`config.mk`:
```
export PLATFORM = sky130hd
export DESIGN_NAME = full_adder_unit
export DESIGN_NICKNAME = d
export VERILOG_FILES = /design/src/rtl/full_adder_unit.sv
export SDC_FILE = /design/constraint.sdc
export NUM_CORES = 1
export LEC_CHECK = 0
export CORE_AREA = 2 2 39 41
export DETAILED_ROUTE_END_ITERATION = 16
export DIE_AREA = 0 0 41 43
export PLACE_DENSITY = 0.33
export SLEW_MARGIN = 10
export SYNTH_ARGS = -nofsm -noshare
export SYNTH_HDL_FRONTEND = slang
export SYNTH_SLANG_ARGS = --single-unit
```
`constraint.sdc`:
```
create_clock -name clk -period 0.8 [get_ports clk]
set_input_delay 0.08 -clock clk [delete_from_list [all_inputs] [get_ports clk]]
set_output_delay 0.08 -clock clk [all_outputs]
set_load 0.005 [all_outputs]
```
`src/rtl/full_adder_unit.sv`:
```
// full_adder_unit: registered WIDTH-bit ripple adder, {cout,sum} = a+b+cin, 1-clk latency.
// Ports: clk, rst (async high), in_valid, a, b, cin -> sum, cout, out_valid, ovf (FULL_ADDER_OVF_EN).
module full_adder_unit #(
  parameter int WIDTH = 1
) (
  input  logic             clk,
  input  logic             rst,
  input  logic             in_valid,
  input  logic [WIDTH-1:0] a,
  input  logic [WIDTH-1:0] b,
  input  logic             cin,
  output logic [WIDTH-1:0] sum,
  output logic             cout,
`ifdef FULL_ADDER_OVF_EN
  output logic             ovf,
`endif
  output logic             out_valid
);

  logic [WIDTH:0]   carry;
  logic [WIDTH-1:0] sum_d;

  assign carry[0] = cin;

  for (genvar i = 0; i < WIDTH; i++) begin : g_bit
    assign sum_d[i]    = a[i] ^ b[i] ^ carry[i];
    assign carry[i+1]  = (a[i] & b[i])
                       | (a[i] & carry[i])
                       | (b[i] & carry[i]);
  end

  // Results only load on accepted operands; otherwise they hold.
  always_ff @(posedge clk or posedge rst) begin
    if (rst) begin
      sum       <= '0;
      cout      <= 1'b0;
      out_valid <= 1'b0;
    end else begin
      out_valid <= in_valid;
      if (in_valid) begin
        sum  <= sum_d;
        cout <= carry[WIDTH];
      end
    end
  end

`ifdef FULL_ADDER_OVF_EN
  logic ovf_d;

  // Like-signed operands producing an opposite-signed sum.
  assign ovf_d = (a[WIDTH-1] == b[WIDTH-1])
              && (sum_d[WIDTH-1] != a[WIDTH-1]);

  always_ff @(posedge clk or posedge rst) begin
    if (rst) begin
      ovf <= 1'b0;
    end else if (in_valid) begin
      ovf <= ovf_d;
    end
  end
`endif

endmodule

```
# Word level (Yosys, flattened, before mapping)
# Index checks and enable logic that the tools add are counted.
[totals] in_bits=6 regBits=3
[classes] n_bitwise=7
[op_table] cell="$and A1 B1 Y1" n=3
[op_table] cell="$or A1 B1 Y1" n=2
[op_table] cell="$xor A1 B1 Y1" n=2

# Depth between registers and ports, before layout
[logic_depth] depth_word=3 depth_mapped=2

# Least setup slack after synthesis
# OpenSTA, ideal clock, no wires.
[synth_timing] path_kind="input port to flip-flop" start="input port a" end="register sum" n_path_buf=0 path_stages=2 setup_time_ns=0.125 t_arrival_ns=0.781 slack_ns=-0.106 cell_sequence="fa_1 > mux2_2"
[synth_via] elab_chain_len=2
[synth_rtl] item="start, declared" line_no="9" source="input logic [WIDTH-1:0] a,"
[synth_rtl] item="$xor A1 B1 Y1 (2 in a row)" line_no="26" source="assign sum_d[i] = a[i] ^ b[i] ^ carry[i];"
[synth_rtl] item="end signal, assigned" line_no="41" source="sum <= sum_d;"
[synth_rtl] item="end, declared" line_no="12" source="output logic [WIDTH-1:0] sum,"
# Every way passes these cells.
# A chain may end at the register's enable or synchronous reset.

# Worst setup path after layout
[layout_timing] start="input port a" end="register sum"
[layout_via] elab_chain_len=2
[layout_rtl] item="$xor A1 B1 Y1 (2 in a row)" line_no="26"
[layout_rtl] item="via sum_d" line_no="21" source="logic [WIDTH-1:0] sum_d;"
# The timed path passes the listed nets, and every way through them passes these cells.

==> impl_results.md <==
- Vias/cell: roughly 3
- Gr ovfl total: 0
- DR vias: ~110
- GRT Overall Usage: 0.0454
- Starting Density: 0.0877
- Slew margin rel.: 0.882
- CTS Sinks: 3
- VDD IR max: roughly 0.44 mV
- Initial antenna violation count: 0
- Crit path cell chain: clkdlybuf4s15_1, fa_2, mux2_4
- Worst EP arrival: between 0.9 and 1 ns
- Crit start category: input pin
- Cell family with the largest share of critical-path delay: adder cells
- Die Y: 43 µm
- Final nets: 29
- Final Max Slew Viols: 0
- Critical path startpoint: a
- FF-to-FF Start: cout$_DFFE_PP0P_
- CTS tree: built
- Worst Max-Slew Pin Slew: 0.176 ns
- Gate Count Post-Synth: 7
- Clk Latency, worst-skew pair: 0.23 ns
- CP Max Fanout: 1
- Iteration-0 DRC Markers: 1
- Synthesis Warnings: 0
- First-pass GRT wire length: 434 µm
- Share of layout cells above drive strength 1: 0.524
- Total Power: approximately 560 µW
- Cell Rows: 14
- Clock slew at reported path FFs: roughly 0.040 ns
- Cts-stage hold buffer count: 0
- Dpl ws: -0.589 ns
- Pre-antenna DRT Iters: 2
- Vias in the first global route: 112
- Critical Path Max Stage Delay: 0.45 ns
- Root Driver: clkbuf_4
- Synth area leaders: dfrtp_1 62%, mux2_2 19%, fa_1 16%
- P per Cell Area: 2140 mW/mm²
- Max layer used: met4
- Gpl congestion: 0.586
- Cell Area, Synth: around 120 µm²
- Setup violators final: 4
- CP endpoint kind: flop
- Area leader, netlist: dfrtp_1
- Yosys reg bits: 3
- Met1 WL: 112 µm
- Failing checks: setup timing
- Final WL: approximately 280 µm
- # port buffers: 8
- Synth Area per Inst: 17.3 µm²
- Core area: ~0.0014 mm²
- Final period util: 1.09
- Max-cap violations: 0
- CP max-delay cell: fa_2
- Final ANT Viol Nets: 0
- WP data required: 0.91 ns
- Filler cell count in the final layout: 155
- Fin crit period: 0.870 ns
- Post-synth top area share: 0.619
- Multi-input gate area: 52.6 µm²
- Distinct cell type count after synthesis: 4
- Met2 WL: between 80 and 90 µm
- Sequential share of the synthesized area: 0.619
- CTS Buffer Depth: 2
- HP Class: in2async
- Seq. cell area: around 75 µm²
- IO Count: 9
- Final core occ: 0.191
- Ant diodes: 0
- CP Class: in2reg
- Largest net degree at the start of global routing: 4
- Unrepaired setup endpoints after global routing: true
- Die Footprint: 0.00176 mm²
- WL per Instance: 7.51 µm
- Met3 wire len: 56 µm
- Final Hold Viols: 0
- Setup slack after layout: -0.0702 ns
- Clk_skew: 0 ns
- Status: finished with violations
- Post-Synthesis Net Count: 14
- H-tree levels: 1
- Leakage power: 0.124 nW
- Drc violations: 0
- Buf/Inv on CP: 1
- Die W: 41 µm
- Fmax: 1.15 GHz
- Layout area overhead: 118%
- CTS Buf Count: 3
==> Yosys cell counts <==
| cell type | number |
|---|---|
| mux2_2 | 2 |
| fa_1 | 1 |
| inv_1 | 1 |
| dfrtp_1 | 3 |
==> per-layer routing <==
metal / GRT usage / vias up
met1: 0.0392 / 43
li1: - / 50
met4: 0.0800 / 0
met2: 0.0469 / 11
met5: 0 / -
met3: 0.0314 / 4
==> stage by stage <==
stage	hold WS (ns)	instance area (µm²)	cells	TNS (ns)
after global routing	0.0322	264	37	-0.308
after detailed placement	0.260	235	32	-1.38
final	0.0178	264	37	-0.186
after CTS	0.0168	256	37	-0.192
after global placement	0.259	235	32	-1.36
after floorplan	-0.166	128	7	-0.0871
==> path summary, 6_finish.rpt <==
kind	to	slack [ns]	cells after the start
worst max-delay path	sum$_DFFE_PP0P_	-0.07	3
worst min-delay path	sum$_DFFE_PP0P_	0.02	2
worst max register to register	cout$_DFFE_PP0P_	-0.07	2
worst min register to register	sum$_DFFE_PP0P_	0.60	2
max in group asynchronous	cout$_DFFE_PP0P_	0.66	2
min in group clk	cout$_DFFE_PP0P_	0.39	3
==> layout by cell type, fill, tap and decap left out <==
| master | n |
|---|---|
| dfrtp_1 | 3 |
| inv_1 | 1 |
| clkbuf_4 | 3 |
| buf_2 | 3 |
| dlygate4sd2_1 | 1 |
| clkdlybuf4s15_1 | 2 |
| fa_2 | 1 |
| clkbuf_1 | 1 |
| clkdlybuf4s50_1 | 2 |
| mux2_4 | 2 |
| buf_6 | 2 |
==> final cells by class <==
cell class | instances | share of cell area
multi-input combinational | 3 | 0.199
clock buffer | 4 | 0.0995
sequential | 3 | 0.284
timing repair buffer | 10 | 0.327
inverter | 1 | 0.0142
tap | 16 | 0.0758
==> flip-flops by register name (all words and copies together) (netlist names) <==
register	flops
cout	1
out_valid	1
sum	1
==> power by group <==
group / internal (mW) / switching, mW / leakage (nW)
Combinational: 0.0856 / 0.0314 / 0.0744
Sequential: 0.172 / 0.0122 / 0.0350
Clock: 0.187 / 0.0770 / 0.0150
Total: 0.444 / 0.121 / 0.124
==> cells by family after synthesis <==
logic type / Yosys count / share of synthesized area
flip-flops: 3 / 0.619
multiplexers: 2 / 0.186
buffers and inverters: 1 / 0.0309
adder cells (fa/ha/maj): 1 / 0.165
==> repair_timing <==
item                       in CTS  in global routing
setup buffers                   1                  0
resized for setup              18                  2
setup endpoints to repair       5                  4
pin swaps                       1                  0
==> worst reg2reg max path, stage by stage, from the launching register on <==
cell	delay, ns
dfrtp_1	0.38
buf_6	0.12
mux2_4	0.25
No activity file was read; power rests on OpenSTA's default activity.
